===== config.mk =====
export PLATFORM = sky130hd
export DESIGN_NAME = fetch
export DESIGN_NICKNAME = d
export VERILOG_FILES = /design/src/rtl/common.sv /design/src/rtl/pipes.sv /design/src/rtl/fetch_skid.sv /design/src/rtl/fetch.sv
export SDC_FILE = /design/constraint.sdc
export NUM_CORES = 1
export LEC_CHECK = 0
export CORE_MARGIN = 10
export CORE_UTILIZATION = 53
export CTS_CLUSTER_DIAMETER = 100
export DETAILED_ROUTE_END_ITERATION = 10
export PLACE_DENSITY = 0.81
export SLEW_MARGIN = 20
export SYNTH_ARGS = -nofsm -noshare
export SYNTH_HDL_FRONTEND = slang
export SYNTH_SLANG_ARGS = --single-unit

===== constraint.sdc =====
create_clock -name clk -period 3.2 [get_ports clk]
set_input_delay 0.64 -clock clk [delete_from_list [all_inputs] [get_ports clk]]
set_output_delay 0.64 -clock clk [all_outputs]
set_load 0.01 [all_outputs]

===== src/rtl/common.sv =====
// Shared base types for the pipeline: machine word, address, fetch error codes
// and the instruction-bus request/response bundles.
package common;

  localparam int XLEN = 64;

  typedef logic [31:0]     word_t;
  typedef logic [XLEN-1:0] addr_t;

  typedef enum logic [1:0] {
    NOERROR     = 2'd0,
    EMISALIGN_I = 2'd1,
    EACCESS_I   = 2'd2
  } error_t;

  typedef struct packed {
    logic  valid;
    addr_t addr;
  } ibus_req_t;

  typedef struct packed {
    logic  ok;
    word_t data;
    logic  err;
  } ibus_resp_t;

  // addi x0,x0,0 -- placed in dataF when no real instruction was fetched
  localparam word_t NOP_INSTR = 32'h0000_0013;

endpackage


===== src/rtl/pipes.sv =====
// Inter-stage bundles. fetch_data_t is produced by fetch and consumed by decode.
package pipes;

  import common::*;

  typedef struct packed {
    logic   valid;
    addr_t  pc;
    word_t  instr;
    error_t error;
  } fetch_data_t;

endpackage


===== src/rtl/fetch_skid.sv =====
// One-entry holding buffer for an instruction that returned while downstream
// was stalled. Clear wins over load, load wins over unload.
module fetch_skid
  import common::*;
(
  input  logic   clk,
  input  logic   reset,
  input  logic   i_load,
  input  logic   i_unload,
  input  logic   i_clear,
  input  addr_t  i_pc,
  input  word_t  i_instr,
  input  logic   i_err,
  output logic   o_valid,
  output addr_t  o_pc,
  output word_t  o_instr,
  output logic   o_err
);

  logic  r_valid;
  addr_t r_pc;
  word_t r_instr;
  logic  r_err;

  // occupancy flag: reset/clear empty the buffer, load fills it, unload drains it
  always_ff @(posedge clk) begin
    if (reset || i_clear) begin
      r_valid <= 1'b0;
    end else if (i_load) begin
      r_valid <= 1'b1;
    end else if (i_unload) begin
      r_valid <= 1'b0;
    end
  end

  // payload only changes on load; its contents are ignored while empty
  always_ff @(posedge clk) begin
    if (reset) begin
      r_pc    <= '0;
      r_instr <= '0;
      r_err   <= 1'b0;
    end else if (i_load && !i_clear) begin
      r_pc    <= i_pc;
      r_instr <= i_instr;
      r_err   <= i_err;
    end
  end

  assign o_valid = r_valid;
  assign o_pc    = r_pc;
  assign o_instr = r_instr;
  assign o_err   = r_err;

endmodule


===== src/rtl/fetch.sv =====
// Instruction-fetch stage. Owns the PC, keeps at most one request on the
// instruction bus, parks a response in fetch_skid while decode is stalled and
// applies redirects, throwing away any response the redirect made stale.
//
// Bus handshake: ibus_valid/ibus_addr form a request that is never withdrawn;
// once ibus_valid rises it and ibus_addr stay fixed until the cycle in which
// ibus_ok is high, and that cycle also carries ibus_data/ibus_err.
module fetch
  import common::*, pipes::*;
#(
  parameter logic [63:0] RESET_PC = 64'h8000_0000,
  parameter int          XLEN     = 64
) (
  input  logic              clk,
  input  logic              reset,
  input  logic              stall,
  input  logic              redirect,
  input  logic [XLEN-1:0]   redirect_pc,
  output fetch_data_t       dataF,
  output logic              ibus_valid,
  output logic [XLEN-1:0]   ibus_addr,
  input  logic              ibus_ok,
  input  logic [31:0]       ibus_data,
  input  logic              ibus_err,
  output logic [1:0]        o_dbg_state
);

  typedef enum logic [1:0] {
    REQ     = 2'd0,  // request outstanding (or misaligned pc waiting to report)
    HOLD    = 2'd1,  // instruction parked in the skid buffer, bus idle
    DISCARD = 2'd2,  // stale request outstanding, its response will be dropped
    FAULT   = 2'd3   // stopped after an error until redirected
  } state_t;

  state_t          r_state, w_state_next;
  logic [XLEN-1:0] r_pc, w_pc_next;
  logic [XLEN-1:0] r_stale_pc, w_stale_next;
  fetch_data_t     r_data, w_data_next;

  logic       w_misaligned;
  logic       w_skid_load, w_skid_unload, w_skid_clear;
  logic       w_skid_valid, w_skid_err;
  addr_t      w_skid_pc;
  word_t      w_skid_instr;
  ibus_req_t  w_req;
  ibus_resp_t w_resp;
  logic [XLEN-1:0] w_pc_plus4;

  assign w_resp       = '{ok: ibus_ok, data: ibus_data, err: ibus_err};
  assign w_misaligned = (r_pc[1:0] != 2'b00);
  assign w_pc_plus4   = r_pc + XLEN'(4);

  fetch_skid u_skid (
    .clk      (clk),
    .reset    (reset),
    .i_load   (w_skid_load),
    .i_unload (w_skid_unload),
    .i_clear  (w_skid_clear),
    .i_pc     (r_pc),
    .i_instr  (w_resp.data),
    .i_err    (w_resp.err),
    .o_valid  (w_skid_valid),
    .o_pc     (w_skid_pc),
    .o_instr  (w_skid_instr),
    .o_err    (w_skid_err)
  );

  // state, pc and dataF registers; reset overrides everything
  always_ff @(posedge clk) begin
    if (reset) begin
      r_state    <= REQ;
      r_pc       <= RESET_PC[XLEN-1:0];
      r_stale_pc <= '0;
      r_data     <= '{valid: 1'b0, pc: '0, instr: '0, error: NOERROR};
    end else begin
      r_state    <= w_state_next;
      r_pc       <= w_pc_next;
      r_stale_pc <= w_stale_next;
      r_data     <= w_data_next;
    end
  end

  // next-state, next pc/dataF and skid controls; redirect beats stall
  always_comb begin
    w_state_next  = r_state;
    w_pc_next     = r_pc;
    w_stale_next  = r_stale_pc;
    w_data_next   = r_data;
    w_skid_load   = 1'b0;
    w_skid_unload = 1'b0;
    w_skid_clear  = 1'b0;
    if (redirect) begin
      w_data_next.valid = 1'b0;
      w_skid_clear      = 1'b1;
      w_pc_next         = redirect_pc;
    end
    case (r_state)
      REQ: begin
        if (redirect) begin
          // a real request still waiting must be drained before the new one
          if (!w_misaligned && !w_resp.ok) begin
            w_stale_next = r_pc;
            w_state_next = DISCARD;
          end else begin
            w_state_next = REQ;
          end
        end else if (w_misaligned) begin
          if (!stall) begin
            w_data_next  = '{valid: 1'b1, pc: r_pc, instr: NOP_INSTR, error: EMISALIGN_I};
            w_state_next = FAULT;
          end
        end else if (w_resp.ok) begin
          w_pc_next = w_pc_plus4;
          if (stall) begin
            w_skid_load  = 1'b1;
            w_state_next = HOLD;
          end else begin
            w_data_next = '{valid: 1'b1, pc: r_pc, instr: w_resp.data,
                            error: w_resp.err ? EACCESS_I : NOERROR};
            if (w_resp.err) w_state_next = FAULT;
          end
        end else if (!stall) begin
          w_data_next.valid = 1'b0;
        end
      end
      HOLD: begin
        if (redirect) begin
          w_state_next = REQ;
        end else if (!stall) begin
          w_data_next   = '{valid: w_skid_valid, pc: w_skid_pc, instr: w_skid_instr,
                            error: w_skid_err ? EACCESS_I : NOERROR};
          w_skid_unload = 1'b1;
          w_state_next  = w_skid_err ? FAULT : REQ;
        end
      end
      DISCARD: begin
        w_data_next.valid = 1'b0;
        if (w_resp.ok) w_state_next = REQ;
      end
      FAULT: begin
        if (redirect) w_state_next = REQ;
      end
      default: w_state_next = REQ;
    endcase
  end

  // bus request: only REQ with an aligned pc and DISCARD drive the bus
  always_comb begin
    w_req.valid = 1'b0;
    w_req.addr  = r_pc;
    if (!reset) begin
      if (r_state == DISCARD) begin
        w_req.valid = 1'b1;
        w_req.addr  = r_stale_pc;
      end else if (r_state == REQ && !w_misaligned) begin
        w_req.valid = 1'b1;
      end
    end
  end

  assign ibus_valid  = w_req.valid;
  assign ibus_addr   = w_req.addr;
  assign dataF       = r_data;
  assign o_dbg_state = r_state;

endmodule


### Yosys cells after proc, flatten, opt, wreduce, memory -nomap -nowiden

Index checks and enable logic that the tools add are counted.

* logic and storage cells: 88
* bits in registers: 327
* input bits: 102
* output and inout bits: 166

* equal/unequal tests: 15
* reduce and logical (&&, ||, !) cells: 14
* $add $sub $neg: 1
* mux-type cells: 47

Operators with widths (count)
* $mux 99: 6
* $mux 64: 6
* $pmux 98 s2: 1
* $mux 98: 1
* $mux 65: 1
* $add 64x3->64 const B: 1
* $mux 2: 14
* $mux 1: 16
* $ne 3x3->1 const B: 4
* $ne 2x2->1 const B: 5
* $ne 4x4->1 const B: 2
* $pmux 2 s4: 1
* $reduce_and 7->1: 1
* $reduce_and 6->1: 1
* $reduce_bool 2->1: 3
* $ne 5x5->1 const B: 1
* $eq 2x2->1 const B: 2
* $logic_and 1x1->1: 3
* $logic_not 1->1: 3
* $pmux 1 s3: 1
* $reduce_and 3->1: 1
* $eq 2x1->1 const B: 1
* $logic_not 2->1: 1
* $logic_or 1x1->1: 1

### Depth between registers and ports, before layout

* depth in word-level cells: 6
* gate-level depth with buffers: 8
* depth with buffers taken out: 6

### Modules after synthesis

From an unflattened synthesis, not the netlist that was laid out.

* cell total of the unflattened synthesis: 1798
* area, all modules: 15542.4 µm²

By module, submodules not included
* fetch: area each 11051.8 µm², instances 1, cells each 1352, sequential area each 4584.4 µm²
* fetch_skid: area each 4490.6 µm², instances 1, cells each 446, sequential area each 1961.9 µm²

### Worst setup path before layout

OpenSTA, ideal clock, no wires.

* kind: input -> output
* from: input reset
* to: output ibus_addr[36]
* stages: 5
* buffers on the path: 2
* data required time: 2.560 ns
* arrival time: 1.878 ns
* slack: 0.682 ns
* cell sequence: nor3b_1 clkbuf_1 clkbuf_1 nand2_1 o21ai_0

* word-level cells in the longest chain between the ends: 1

RTL lines
* start: declaration: line fetch.sv:15 `input logic reset,`
* $mux 65: line fetch.sv:151 `if (!reset) begin`
* end: declaration: line fetch.sv:21 `output logic [XLEN-1:0] ibus_addr,`

Every way passes these cells.

### Worst setup path after layout

* from: register r_state[1], in the netlist o_dbg_state[1]
* to: output ibus_addr[63]

* word-level cells in the longest chain between the ends: 3

RTL lines
* start: declaration: line fetch.sv:35 `state_t r_state, w_state_next;`
* start signal: assignment: line fetch.sv:76 `r_state <= w_state_next;`
* $eq 2x2->1: line fetch.sv:152 `if (r_state == DISCARD) begin`
* $mux 64: line fetch.sv:152
* $mux 65: line fetch.sv:151

Every way passes these cells.

==> impl_metrics.py <==
metrics = {
    "route": {
        "drc": 0,
        "wl_mm": 46.4,
        "antenna_left": 0,
        "viasPerCell": 6.07,
        "firstDrtPassIters": 6,
        "wl_per_cell_um": 19.7,
        "drt_iter0_markers": 1523,
        "vias": 14298,
    },
    "clock_tree": {
        "cts_inserted_buffers": 35,
        "cts_resized": 0,
        "cts.sinks": 327,
        "htree_levels": 2,
        "holdBufCountCts": 0,
        "clk_latency_ps": 510,
        "post_cts_buffers": 0,
        "clock_path_buffers": 3,
        "cts_tree": "yes",
        "root_buffer": "clkbuf_16",
        "clk_pin_slew_ps": 60,
    },
    "layout": {
        "post-route-cell-area_mm2": 0.0186,
        "drive_above_1_share_pct": 9.95,
        "fillers": 2145,
        "area_growth_pct": 28.3,
        "nets": 2090,
    },
    "yosys": {
        "synth.area.top_cells": "dfxtp_1, nand2_1, a21oi_1",
        "yosys_register_bits": 327,
        "ys_seq_area_share_pct": 45.3,
        "synth-xor-area-share_pct": 1.82,
        "syn_inst": 1815,
        "netlist.area_leader.share_pct": 45.3,
        "yosys.area.top_type": "dfxtp_1",
        "synth_cell_type_count": 61,
        "async_reset_ff_share_pct": 0,
        "synth-edff-count": 0,
        "muxShareOfSynthArea_pct": 5.10,
        "synth_compound_area_share_pct": 16.4,
        "synth-simple-area-share_pct": 25.7,
        "synth_nets": 1918,
        "syn_area_per_cell_um2": 7.97,
        "yosys_warnings": 0,
        "yosys.cell_count.top_type": "nand2_1",
        "synth_top_family_by_area": "simple AND/OR/NAND/NOR gates",
        "synthesis.area_mm2": 0.0145,
        "synth-adder-area-share_pct": 0.0865,
        "synthTopCellsByCount": "nand2_1, dfxtp_1, nor2_1",
        "synthFlopType": "dfxtp_1",
    },
    "die": {
        "dieArea_mm2": 0.0343,
        "die_w_um": 185,
        "ios": 268,
        "placementRows": 60,
        "start_util_pct": 53.8,
        "die_y_um": 185,
        "core_mm2": 0.0269,
    },
    "sta": {
        "rsz0062_at_grt": "no",
        "finalHoldViolCount": 0,
        "max_slew.worst_pin.slew_ps": 1020,
        "finalMaxSlewViolations": 0,
        "finClkSkew_ps": 6.93,
        "finalCritPeriodShare_pct": 96.9,
        "fin_tns_setup_ps": 0,
        "fin_ws_ps": 98.9,
        "max_freq_mhz": 322,
        "slew-limit-headroom_pct": 32.3,
        "setup_viol": 0,
        "finalCriticalPeriod_ps": 3100,
    },
    "setup_path": {
        "required_ps": 2560,
        "slowest_delay_ps": 530,
        "critPathLaunchType": "flop",
        "path_cells": "nor3b_2 > buf_12 > mux2_2 > clkdlybuf4s50_1",
        "timing.rr.start": "r_pc[6]",
        "worstPathArrival_ps": 2460,
        "crit_type": "flop to primary output",
        "cp-startpoint": "o_dbg_state[1]",
        "cp_max_fo": 44,
        "crit_slowest_cell": "clkdlybuf4s50_1",
        "endpoint_kind": "primary output",
    },
    "global_routing": {
        "grt_max_degree": 210,
        "grt_usage_pct": 25.9,
        "grt_pass1_wl_mm": 73.0,
        "first_global_vias": 13663,
        "grt.overflow.total": 0,
        "antenna_found_initial": 2,
    },
    "place": {
        "post-place-ws_ps": 121,
        "placed_cell_area_mm2": 0.0174,
        "portBuffers": 267,
        "place_congestion": 0.863,
        "dp_hpwl_mm": 30.7,
    },
    "worst_hold_path": {
        "hold_class": "flop to flop",
        "hp-start": "r_stale_pc[35]",
    },
    "power_and_ir_drop": {
        "ir_worst_vdd_v": 0.000350,
        "leakage_nw": 6.31,
        "p_per_area_mw_per_mm2": 542,
    },
    "outcome": {
        "status": "finished clean",
    },
    "run": {
        "cap_violations": 0,
    },
}
## metal layers
metal	up-vias	global-route usage, %	wire length [um]
met3	85	5.72	4120
met5	-	0	0
met1	6836	33.0	19200
li1	6726	-	-
met2	651	42.8	21900
met4	0	7.93	1150
## flip-flops by register name, indices dropped and copies added (netlist names), named ones only
signal          flops
dataF              99
o_dbg_state         2
r_pc               63
r_stale_pc         64
u_skid.o_err        1
u_skid.o_instr     32
u_skid.o_pc        64
u_skid.o_valid      1
## worst max-delay path: cells and delay by family, from the launching register on
family        cells  cell delay (ps)
buf+inv           2              840
flops             1              340
mux               1              390
simple gates      1              370
## worst paths after layout
check,end,slack [ps],cells past startpoint
max,ibus_addr[63],100,4
min,r_stale_pc[35],450,2
max reg2reg,r_pc[47],520,5
min reg2reg,r_stale_pc[35],450,2
## power by group
part           internal (mW)  leakage [nW]  switching [mW]  total, mW
registers               4.28          2.67           0.191       4.47
logic                  0.734          3.08           0.823       1.56
clock network           2.38         0.568            1.64       4.02
## metrics by stage
stage | power, mW | instances | util, % | hold WS [ps]
2_1_floorplan | 5.33 | 1815 | - | 433
3_3_place_gp | 6.06 | 2291 | 64.7 | 438
3_5_place_dp | 6.10 | 2291 | 64.7 | 445
4_1_cts | 10.1 | 2352 | 69.0 | 453
5_1_grt | 10.4 | 2353 | 69.0 | 469
6_report | 10.0 | 2354 | 69.0 | 453
## placed cells by master (no fill, tap or decap), types with 11 or more instances in the layout
cell	instances
clkbuf_16	37
a221oi_1	93
nor2_1	178
a21oi_1	177
clkbuf_8	12
nor4_1	21
inv_1	17
buf_4	47
nand4_1	27
nand3_1	29
a2111oi_0	11
a211oi_1	31
o21ai_0	15
clkdlybuf4s50_1	265
xnor2_1	20
nor3_1	124
mux2_2	61
dfxtp_1	327
nand2_1	377
## final cells by class
| type | instances | area [um^2] | share of cell area, % |
|---|---|---|---|
| flip-flops and latches | 327 | 6550 | 35.3 |
| repair buffers | 323 | 3200 | 17.2 |
| diodes | 2 | 5.00 | 0.0270 |
| inverters | 18 | 67.6 | 0.364 |
| clock buffers | 54 | 1110 | 5.98 |
| well taps | 341 | 427 | 2.30 |
| clock inverters | 7 | 40.0 | 0.216 |
| multi-input cells | 1282 | 7160 | 38.6 |
## logic make-up after synthesis
| group | Yosys count |
|---|---|
| flip-flops | 327 |
| adder cells (fa/ha/maj) | 1 |
| multiplexers | 66 |
| AND/OR/NAND/NOR | 827 |
| XOR/XNOR | 30 |
| AO/OA/AOI/OAI | 358 |
| buffers and inverters | 206 |
Note: power is estimated with default switching activity, not from simulation.
